--- src/rtl/instr_pkg.sv ---
// Shared types, field positions, opcode constants and the LEGv8 encode helper.
`ifndef INSTR_LEN
`define INSTR_LEN 32
`endif

package instr_pkg;

    typedef enum logic [2:0] {
        FMT_R  = 3'd0,
        FMT_I  = 3'd1,
        FMT_D  = 3'd2,
        FMT_B  = 3'd3,
        FMT_CB = 3'd4
    } instr_fmt_t;

    typedef enum logic [1:0] {
        S_IDLE  = 2'd0,
        S_RUN   = 2'd1,
        S_DRAIN = 2'd2,
        S_DONE  = 2'd3
    } enc_state_t;

    // Opcode widths per format
    localparam int OPW_R  = 11;
    localparam int OPW_I  = 10;
    localparam int OPW_D  = 11;
    localparam int OPW_B  = 6;
    localparam int OPW_CB = 8;

    // Field LSB positions inside the instruction word
    localparam int RD_LSB     = 0;
    localparam int RN_LSB     = 5;
    localparam int SHAMT_LSB  = 10;
    localparam int RM_LSB     = 16;
    localparam int I_IMM_LSB  = 10;
    localparam int D_IMM_LSB  = 12;
    localparam int CB_IMM_LSB = 5;
    localparam int B_IMM_LSB  = 0;
    localparam int R_OP_LSB   = 32 - OPW_R;
    localparam int I_OP_LSB   = 32 - OPW_I;
    localparam int D_OP_LSB   = 32 - OPW_D;
    localparam int B_OP_LSB   = 32 - OPW_B;
    localparam int CB_OP_LSB  = 32 - OPW_CB;

    // Common opcodes
    localparam logic [10:0] OP_ADD  = 11'h458;
    localparam logic [10:0] OP_LDUR = 11'h7C2;
    localparam logic [10:0] OP_STUR = 11'h7C0;
    localparam logic [9:0]  OP_ADDI = 10'h244;
    localparam logic [5:0]  OP_B    = 6'h05;
    localparam logic [7:0]  OP_CBZ  = 8'hB4;

    // A bundle is legal when the format exists and the opcode fits its field
    function automatic logic bundle_legal(logic [2:0] fmt, logic [10:0] op);
        case (fmt)
            3'd0:    return 1'b1;
            3'd1:    return (op >> OPW_I) == 11'd0;
            3'd2:    return 1'b1;
            3'd3:    return (op >> OPW_B) == 11'd0;
            3'd4:    return (op >> OPW_CB) == 11'd0;
            default: return 1'b0;
        endcase
    endfunction

    // Pack decoded fields into a machine word; immediates are truncated to field width
    function automatic logic [`INSTR_LEN-1:0] encode(
        instr_fmt_t  fmt,
        logic [10:0] op,
        logic [4:0]  rm,
        logic [5:0]  shamt,
        logic [4:0]  rn,
        logic [4:0]  rd,
        logic [25:0] imm
    );
        logic [`INSTR_LEN-1:0] w;
        w = '0;
        case (fmt)
            FMT_R: begin
                w[R_OP_LSB +: OPW_R] = op;
                w[RM_LSB +: 5]       = rm;
                w[SHAMT_LSB +: 6]    = shamt;
                w[RN_LSB +: 5]       = rn;
                w[RD_LSB +: 5]       = rd;
            end
            FMT_I: begin
                w[I_OP_LSB +: OPW_I] = op[OPW_I-1:0];
                w[I_IMM_LSB +: 12]   = imm[11:0];
                w[RN_LSB +: 5]       = rn;
                w[RD_LSB +: 5]       = rd;
            end
            FMT_D: begin
                w[D_OP_LSB +: OPW_D] = op;
                w[D_IMM_LSB +: 9]    = imm[8:0];
                w[RN_LSB +: 5]       = rn;
                w[RD_LSB +: 5]       = rd;
            end
            FMT_B: begin
                w[B_OP_LSB +: OPW_B] = op[OPW_B-1:0];
                w[B_IMM_LSB +: 26]   = imm;
            end
            FMT_CB: begin
                w[CB_OP_LSB +: OPW_CB] = op[OPW_CB-1:0];
                w[CB_IMM_LSB +: 19]    = imm[18:0];
                w[RD_LSB +: 5]         = rd;
            end
            default: w = '0;
        endcase
        return w;
    endfunction

endpackage

--- src/rtl/instr_fifo2.sv ---
// Two-entry FIFO; entry 0 is always the head so rdata comes straight from a register.
module instr_fifo2 #(
    parameter int            W        = 96,
    parameter logic [W-1:0]  RST_DATA = '0
) (
    input  logic         clk,
    input  logic         rst,
    input  logic         push,
    input  logic         pop,
    input  logic [W-1:0] wdata,
    output logic [W-1:0] rdata,
    output logic [1:0]   count
);

    logic [W-1:0] mem0;
    logic [W-1:0] mem1;
    logic [1:0]   cnt;

    assign rdata = mem0;
    assign count = cnt;

    // Shift-style storage: pops move entry 1 into the head slot
    always_ff @(posedge clk) begin
        if (rst) begin
            mem0 <= RST_DATA;
            mem1 <= RST_DATA;
            cnt  <= 2'd0;
        end else begin
            case ({push, pop})
                2'b10: begin
                    if (cnt == 2'd0) begin
                        mem0 <= wdata;
                        cnt  <= 2'd1;
                    end else if (cnt == 2'd1) begin
                        mem1 <= wdata;
                        cnt  <= 2'd2;
                    end
                end
                2'b01: begin
                    if (cnt != 2'd0) begin
                        mem0 <= mem1;
                        cnt  <= cnt - 2'd1;
                    end
                end
                2'b11: begin
                    if (cnt == 2'd1) begin
                        mem0 <= wdata;
                    end else if (cnt == 2'd2) begin
                        mem0 <= mem1;
                        cnt  <= 2'd1;
                    end else begin
                        mem0 <= wdata;
                        cnt  <= 2'd1;
                    end
                end
                default: ;
            endcase
        end
    end

endmodule

--- src/rtl/instr_encoder.sv ---
// Streaming LEGv8 encoder / program loader: fields in, addressed machine words out.
module instr_encoder #(
    parameter int                ADDR_W    = 64,
    parameter logic [ADDR_W-1:0] BASE_ADDR = '0
) (
    input  logic                   clk,
    input  logic                   rst,
    input  logic                   start,
    input  logic                   in_valid,
    output logic                   in_ready,
    input  logic [2:0]             in_fmt,
    input  logic [10:0]            in_opcode,
    input  logic [4:0]             in_rm,
    input  logic [5:0]             in_shamt,
    input  logic [4:0]             in_rn,
    input  logic [4:0]             in_rd,
    input  logic [25:0]            in_imm,
    input  logic                   in_last,
    output logic                   out_valid,
    input  logic                   out_ready,
    output logic [`INSTR_LEN-1:0]  out_instr,
    output logic [ADDR_W-1:0]      out_addr,
    output logic [15:0]            word_count,
    output logic                   err,
    output logic                   done,
    output logic [1:0]             dbg_state
);
    import instr_pkg::*;

    localparam int FIFO_W = ADDR_W + `INSTR_LEN;

    enc_state_t              state;
    logic [ADDR_W-1:0]       next_addr;
    logic [1:0]              fifo_count;
    logic [FIFO_W-1:0]       fifo_head;
    logic [`INSTR_LEN-1:0]   enc_word;
    logic                    accept;
    logic                    legal;
    logic                    push;
    logic                    pop;

    // Handshake: a transfer happens on a rising edge where valid and ready are
    // both high; ready never depends on valid, and a producer holding valid
    // keeps its data stable until the transfer. The output word and address
    // hold while out_valid is high and out_ready is low.
    assign in_ready  = (state == S_RUN) && (fifo_count < 2'd2);
    assign accept    = in_valid && in_ready;
    assign legal     = bundle_legal(in_fmt, in_opcode);
    assign enc_word  = encode(instr_fmt_t'(in_fmt), in_opcode, in_rm, in_shamt, in_rn, in_rd, in_imm);
    assign push      = accept && legal;
    assign out_valid = (fifo_count != 2'd0);
    assign pop       = out_valid && out_ready;
    assign {out_addr, out_instr} = fifo_head;
    assign done      = (state == S_DONE);
    assign dbg_state = state;

    instr_fifo2 #(
        .W        (FIFO_W),
        .RST_DATA ({BASE_ADDR, {`INSTR_LEN{1'b0}}})
    ) u_fifo (
        .clk   (clk),
        .rst   (rst),
        .push  (push),
        .pop   (pop),
        .wdata ({next_addr, enc_word}),
        .rdata (fifo_head),
        .count (fifo_count)
    );

    // Session FSM plus address, word counter and sticky error bookkeeping
    always_ff @(posedge clk) begin
        if (rst) begin
            state      <= S_IDLE;
            next_addr  <= BASE_ADDR;
            word_count <= 16'd0;
            err        <= 1'b0;
        end else begin
            case (state)
                S_IDLE: begin
                    if (start) begin
                        state      <= S_RUN;
                        next_addr  <= BASE_ADDR;
                        word_count <= 16'd0;
                        err        <= 1'b0;
                    end
                end
                S_RUN: begin
                    if (accept && in_last) state <= S_DRAIN;
                end
                S_DRAIN: begin
                    if (fifo_count == 2'd0) state <= S_DONE;
                end
                S_DONE:  state <= S_IDLE;
                default: state <= S_IDLE;
            endcase
            if (push) next_addr <= next_addr + ADDR_W'(3'd4);
            if (accept && !legal) err <= 1'b1;
            if (pop && (word_count != 16'hFFFF)) word_count <= word_count + 16'd1;
        end
    end

endmodule

--- config.mk ---
export PLATFORM = sky130hd
export DESIGN_NAME = instr_encoder
export DESIGN_NICKNAME = d
export VERILOG_FILES = /design/src/rtl/instr_pkg.sv /design/src/rtl/instr_fifo2.sv /design/src/rtl/instr_encoder.sv
export SDC_FILE = /design/constraint.sdc
export NUM_CORES = 1
export LEC_CHECK = 0
export BUFFER_PORTS_ARGS = -buffer_cell sky130_fd_sc_hd__buf_4
export CAP_MARGIN = 20
export CORE_UTILIZATION = 62
export CTS_CLUSTER_DIAMETER = 150
export DETAILED_ROUTE_END_ITERATION = 8
export GPL_TIMING_DRIVEN = 0
export MAX_ROUTING_LAYER = met4
export PLACE_DENSITY = 0.93
export SETUP_SLACK_MARGIN = 0.3
export SYNTH_ARGS = -nofsm -noshare
export SYNTH_HDL_FRONTEND = slang
export SYNTH_SLANG_ARGS = --single-unit
--- constraint.sdc ---
create_clock -name clk -period 8.78 [get_ports clk]
set_input_delay 1.756 -clock clk [delete_from_list [all_inputs] [get_ports clk]]
set_output_delay 1.756 -clock clk [all_outputs]
set_load 0.02 [all_outputs]
==> results of run 1 <==
stage by stage:
step	hold slack [ns]	std cells	cell area (um^2)	power [mW]	setup slack, ns
final	0.4545	2031	15190	3.442	3.397
after global routing	0.4698	2031	15190	3.558	3.253
after CTS	0.4545	2031	15190	3.418	3.629
after detailed placement	0.4465	1983	14300	2.260	3.160
after global placement	0.4410	1983	14300	2.241	3.291
after floorplan	0.4361	1536	12600	1.927	4.476
logic make-up after synthesis:
family / share of synthesized area, %
AO/OA/AOI/OAI: 20.76
XOR/XNOR: 0.6953
AND/OR/NAND/NOR: 25.55
buffers and inverters: 5.145
adder cells (fa/ha/maj): 1.192
flip-flops: 43.23
multiplexers: 3.437
layer usage:
layer	track usage (%)	share of wire (%)	vias to the layer above
met5	-	0	-
met1	45.85	38	6241
met2	62.32	47	905
met4	21.44	5.2	0
li1	-	-	6045
met3	6.623	9.7	198
worst reg2reg max path, delay by kind of cell, from the launching register on:
kind | cells | cell delay [ns]
flip-flops | 1 | 0.50
AND/OR/NAND/NOR | 4 | 1.00
AO/OA/AOI/OAI | 2 | 0.32
adder cells (fa/ha/maj) | 2 | 0.57
buffers and inverters | 5 | 2.12
power by group:
part / internal [mW] / switching [mW] / leakage [nW]
combinational: 0.321 / 0.549 / 2.96
clock: 0.691 / 0.482 / 0.443
sequential: 1.33 / 0.0656 / 2.20
worst max-delay path by stage:
stage,depth (start not counted),end,slack [ns]
final,13,u_fifo.rdata[30],3.40
after detailed placement,13,u_fifo.rdata[3],3.16
after floorplan,12,u_fifo.rdata[37],4.48
after CTS,13,u_fifo.rdata[30],3.63
after global placement,13,u_fifo.rdata[2],3.29
after global routing,13,u_fifo.rdata[22],3.25
sequential cells by signal, indices dropped and copies added, names as in the netlist:
name,count
dbg_state,2
u_fifo.count,2
u_fifo.mem1,94
next_addr,62
err,1
u_fifo.rdata,95
word_count,16
layout make-up:
type / count / area (um^2)
multi-input cells: 1104 / 6504
clock inverters: 6 / 83.83
clock buffers: 42 / 812.0
plain buffers: 136 / 558.0
fillers: 1372 / 4527
well taps: 265 / 331.6
flip-flops and latches: 272 / 5445
inverters: 24 / 90.09
repair buffers: 182 / 1366
placed cells by master (no fill, tap or decap), drive strengths merged, types with 7 or more instances in the layout:
master,count
nand2,184
o41ai,7
a22oi,20
o211ai,10
and4,8
nand3,45
clkbuf,140
nor2,184
or3,7
a22o,8
mux2,10
o21ai,32
o22ai,21
ha,12
nor3,125
dfxtp,272
a21oi,106
buf,220
a211oi,7
mux2i,32
a31oi,7
or2,17
a221oi,95
nor4,16
nand4,24
or4,18
and3,14
o31ai,13
nor2b,19
inv,25
o311ai,7
xnor2,7
==> metrics.md, run 1 <==
| Metric | Value |
|---|---|
| Antenna-violating nets left | `0` |
| CTS Buf Count | `27` |
| Synth warn | `0` |
| Crit path buf inv count | `5` |
| Leakage | `approximately 5.6 nW` |
| Worst-path clk slew | `roughly 0.060 ns` |
| Share of post-route cells with drive strength above 1 | `16.36%` |
| Hold depth | `2` |
| Critical path class | `primary input to register` |
| Util after Layout | `77.04%` |
| Crit path time final | `between 5 and 6 ns` |
| Worst Tran Pin Value | `0.9411 ns` |
| Post-synth EDFFs | `0` |
| Largest net degree at the start of global routing | `14` |
| Final setup fails | `0` |
| ANT cells | `0` |
| Boundary Pins | `185` |
| Core ar. | `19720 um^2` |
| CTS tree | `yes` |
| Outcome | `complete, but fails checks` |
| Failing checks | `design-rule violations` |
| Clock latency on the worst-skew pair | `0.55 ns` |
| RSZ-0062 raised after global routing | `false` |
| CP required | `9.23 ns` |
| Mapped Cells | `1536` |
| Setup Skew | `0.01295 ns` |
| Setup crit end kind | `register` |
| Synth Cell Area | `12600 um^2` |
| Die height | `144.5 um` |
| Max Freq | `185.8 MHz` |
| Pre-antenna DRT Iters | `9` |
| Post-CTS setup buffers | `0` |
| Top cells by area, synth | `dfxtp_1 (43%), a221oi_1 (6.6%), nand2_1 (5.5%)` |
| Synthesized area per cell | `about 8 um^2` |
| Total GRT Usage | `38.67%` |
| DR vias/cell | `around 6.6` |
| Final wirelength | `~40000 um` |
| Top-count cell post-synth | `dfxtp_1` |
| Reg2Reg Setup Slack | `4.18 ns` |
| CTS root buf | `clkbuf_16` |
| Detailed-route DRC error count | `1` |
| Hold endpoint | `u_fifo.mem1[38]` |
| Post-synth top area share | `43.23%` |
| VDD IR max | `136.2 uV` |
| Fin nets | `between 1500 and 2000` |
| Std cell rows | `51` |
| Reg2reg path depth | `13` |
| Final HPWL DP | `between 20000 and 30000 um` |
| Main synth FF type | `dfxtp_1` |
| R2r endpoint | `u_fifo.rdata[30]` |
| Number of global-route vias before repair | `12390` |
| Setup crit start kind | `primary input` |
| Min-delay src | `u_fifo.mem1[38]` |
| Yosys reg bits | `roughly 270` |
| Arrival time worst endpoint | `5.83 ns` |
| Syn Nets | `1615` |
| First-pass GRT wire length | `roughly 62000 um` |
| Iter 0 DRT Violations | `~1700` |
| Worst-path cell chain | `buf_4, o41ai_2, o2bb2ai_4, nand2_1, inv_2, buf_2, ha_1, o21ai_0, nand2_1, clkbuf_1, clkbuf_1, a221oi_1, nor3_1` |
| GPL Wtd Cong | `0.9879` |
| Critical Path Start | `in_opcode[6]` |
| Tcrit/Tclk final | `61.31%` |
| Die X | `144.5 um` |
| Async set-or-reset flop fraction in the synthesized netlist | `0%` |
| Reg2reg start | `dbg_state[0]` |
| Clock sinks | `about 270` |
| Number of distinct library cells after synthesis | `66` |
| H-tree Lvls | `1` |
| Routed len/inst | `19.67 um` |
| Pins Over Slew Limit | `0` |
| Worst-path fanout max | `11` |
| Count of maximum capacitance violations | `0` |
| Setup Total Neg Slack | `0 ns` |
| Endpoints failing hold | `0` |
| Relative max-transition margin | `between 30% and 40%` |
| Cts hold-fix bufs | `0` |
| Antenna violations before repair | `0` |
| Remaining Overflow, GRT | `0` |
| Worst Hold Class | `register to register` |
| PortBufs | `182` |
| Starting Density | `between 60% and 70%` |
| Yosys top cell by area | `dfxtp_1` |
| Synth top cells by count | `dfxtp_1 (272), nand2_1 (184), nor2_1 (184)` |
| Top Family by Delay on Critical Path | `buffers and inverters` |
| Crit path largest cell delay | `0.68 ns` |
| Synth-to-layout area growth | `20.59%` |
| Worst path slowest cell | `o41ai_2` |
| Vias | `13390` |
| CTS Buffer Depth | `3` |
| Post-CTS resize count | `0` |
| Register area share after synthesis | `43.23%` |
| Pwr/cell area | `~230 nW/um^2` |
| Die Area | `roughly 21000 um^2` |
No activity file was read; power rests on OpenSTA's default activity.
==> run 2, diff against run 1 <==
Settings changed: CORE_UTILIZATION 62 to 57, PLACE_DENSITY 0.93 to 0.87.
Clock period 8.78 ns to 5.1 ns, I/O delays scaled along.
==> run 2 against run 1 <==
The flow now finishes without violations. Sequential share of layout area is 0.28 points lower. Clock power is 87% higher. Sequential power is 71% higher. Clock skew is 0.016 ns higher. Utilization is 6.7 points lower. Flip-flop and latch count stayed put. Wire length is 3.3% lower. Combinational power is 69% higher. Critical endpoint is now u_fifo.rdata[4]. Highest routed layer unchanged.
==> metrics.md, run 2 (synthesized netlist as in run 1, its figures left out) <==
| Metric | Value |
|---|---|
| Outcome | `complete, no violations` |
| Max Freq | `223.0 MHz` |
| CTS root buf | `clkbuf_16` |
| Pwr/cell area | `396.4 nW/um^2 (+75%)` |
| Synth-to-layout area growth | `21.52%` |
| Gate power share | `24.2% (-1.1 points)` |
| Reg2reg path depth | `13 (unchanged)` |
| Vias | `13050 (-2.5%)` |
| Antenna violations before repair | `0 (unchanged)` |
| Most frequent cells in the layout | `dfxtp_1 (272), buf_4 (189), nand2_1 (184), nor2_1 (184), nor3_1 (125)` |
| Die Area | `22700 um^2 (+8.6%)` |
| RSZ-0062 raised after global routing | `false` |
| DR top layer | `met4` |
| Post-CTS setup buffers | `0 (unchanged)` |
| Arrival time worst endpoint | `4.94 ns (-0.89 ns)` |
| Sequential share of power | `39.6% (-1.0 points)` |
| Leakage | `5.650 nW (+0.90%)` |
| Setup crit end kind | `register` |
| Relative max-transition margin | `40.02% (+3.3 points)` |
| DR vias/cell | `6.370 (-3.4%)` |
| Cts hold-fix bufs | `0 (unchanged)` |
| Boundary Pins | `185 (unchanged)` |
| First-pass GRT wire length | `61570 um (-1.3%)` |
| Final setup fails | `0 (unchanged)` |
| Met2 WL | `18140 um (-4.4%)` |
| Antenna-violating nets left | `0 (unchanged)` |
| Crit path time final | `4.485 ns` |
| CTS tree | `yes` |
| Clk network pwr share | `36.1% (+2.0 points)` |
| Starting Density | `57.90% (-6.0 points)` |
| Hold depth | `2 (unchanged)` |
| Clock sinks | `272 (unchanged)` |
| Final hold slack | `0.4546 ns (+0.00005100 ns)` |
| Total GRT Usage | `34.83% (-3.8 points)` |
| Critical path class | `primary input to register` |
| Die X | `150.7 um (+4.2%)` |
| VDD IR max | `171.4 uV (+26%)` |
| H-tree Lvls | `1 (unchanged)` |
| GPL Wtd Cong | `0.9101 (-7.9%)` |
| CTS Buf Count | `28 (+3.7%)` |
| Crit path buf inv count | `5 (unchanged)` |
| Tcrit/Tclk final | `87.94%` |
| Commonest non-fill, non-tap cell in the layout | `dfxtp_1` |
| Switch Pwr | `1.894 mW (+73%)` |
| Final HPWL DP | `27560 um (+0.80%)` |
| Setup crit start kind | `primary input` |
| Share of post-route cells with drive strength above 1 | `16.68% (+0.31 points)` |
| Core ar. | `21760 um^2 (+10%)` |
| Wl on met1 | `15390 um (+2.4%)` |
| Worst-path fanout max | `11 (unchanged)` |
| WP depth | `13 (unchanged)` |
| Largest net degree at the start of global routing | `15 (+1)` |
| Routed len/inst | `18.86 um (-4.2%)` |
| PortBufs | `182 (unchanged)` |
| Worst Hold Class | `register to register` |
| Post-CTS resize count | `0 (unchanged)` |
| Worst Tran Pin Value | `0.8997 ns (-0.04144 ns)` |
| Remaining Overflow, GRT | `0 (unchanged)` |
| Endpoints failing hold | `0 (unchanged)` |
| Worst-path cell chain | `buf_4, o41ai_2, o2bb2ai_4, nand2_1, inv_2, buf_2, ha_1, o21ai_0, nand2_1, clkbuf_1, clkbuf_1, a221oi_1, nor3_1` |
| Post-route insts no fill | `2049 (+0.89%)` |
| Worst path slowest cell | `o41ai_2` |
| CP required | `5.55 ns (-3.68 ns)` |
| Final wirelength | `38640 um (-3.3%)` |
| Tot Pwr | `6.069 mW (+76%)` |
| Iter 0 DRT Violations | `1384 (-21%)` |
| Placed insts | `1998 (+0.76%)` |
| Count of maximum capacitance violations | `0 (unchanged)` |
| Std cell rows | `54 (+5.9%)` |
| Detailed-route DRC error count | `0 (-1)` |
| ANT cells | `0 (unchanged)` |
| Met3 wire len | `3566 um (-7.6%)` |
| Setup Skew | `0.02864 ns (+0.01568 ns)` |
| Placed cell area | `14310 um^2 (+0.13%)` |
| Top Family by Delay on Critical Path | `buffers and inverters` |
| Fillers | `1679 (+22%)` |
| Max reg flops | `95 (unchanged)` |
| Pins Over Slew Limit | `0 (unchanged)` |
| Fin nets | `1827 (+0.055%)` |
| Post-route cell area | `15310 um^2 (+0.77%)` |
| Setup Total Neg Slack | `0 ns (unchanged)` |
| Sw frac | `31.21% (-0.65 points)` |
| Pre-antenna DRT Iters | `5 (-4)` |
| Internal power | `4.175 mW (+78%)` |
| Worst-path clk slew | `0.06 ns (about the same)` |
| Crit path largest cell delay | `0.67 ns (about the same)` |
| Number of global-route vias before repair | `12140 (-2.0%)` |
| CTS Buffer Depth | `3 (unchanged)` |
| Clock latency on the worst-skew pair | `0.55 ns (about the same)` |
| Die height | `150.7 um (+4.2%)` |
## run 2: changes by cell type in the layout (fill, tap and decap cells not counted), sizes merged
cell,before,now
inv,25,24
bufinv,2,4
clkinv,3,8
clkbuf,140,137
## run 2: cell type report
class                      count  area (um^2)  share of cell area (%)
multi-input combinational   1104         6504                   42.48
buffer                       136        558.0                   3.645
tap                          280        350.3                   2.289
inverter                      24        90.09                  0.5885
timing repair buffer         182         1366                   8.925
sequential                   272         5445                   35.57
clock buffer                  39        823.3                   5.378
clock inverter                12        171.4                   1.120
## run 2: power groups by stage
stage / clock network [mW] / registers (mW) / logic, mW
2_1_floorplan: 0 / 2.63 / 0.691
3_3_place_gp: 0 / 2.44 / 1.42
3_5_place_dp: 0 / 2.45 / 1.45
4_1_cts: 2.20 / 2.40 / 1.46
5_1_grt: 2.29 / 2.42 / 1.59
6_report: 2.19 / 2.40 / 1.47
## run 2: path summary, 6_finish.rpt
path | start | endpoint | slack [ns]
max | in_opcode[6] | u_fifo.rdata[4] | 0.61
min | u_fifo.mem1[57] | u_fifo.mem1[57] | 0.45
max reg2reg | dbg_state[0] | u_fifo.rdata[4] | 0.73
min reg2reg | u_fifo.mem1[57] | u_fifo.mem1[57] | 0.45
## run 2: worst reg2reg max path: cells and delay by family (launching register included)
family	cells	cell delay [ns]
compound gates	2	0.34
fa+ha+maj	2	0.56
buf+inv	5	2.01
flops	1	0.49
simple gates	4	0.89
## run 2: stage by stage
| step | setup WS (ns) | utilization [%] |
|---|---|---|
| finish | 0.6148 | 70.36 |
| global route | 0.4762 | 70.36 |
| CTS | 0.7510 | 70.36 |
| detailed placement | 0.2078 | 65.79 |
| global placement | 0.2766 | 65.79 |
| floorplan | 1.532 | - |
## run 2: per-layer routing
layer / vias to the layer above / global-route usage, %
met2: 695 / 55.81
met3: 115 / 6.879
met5: - / -
met4: 0 / 15.05
met1: 6175 / 42.60
li1: 6067 / -
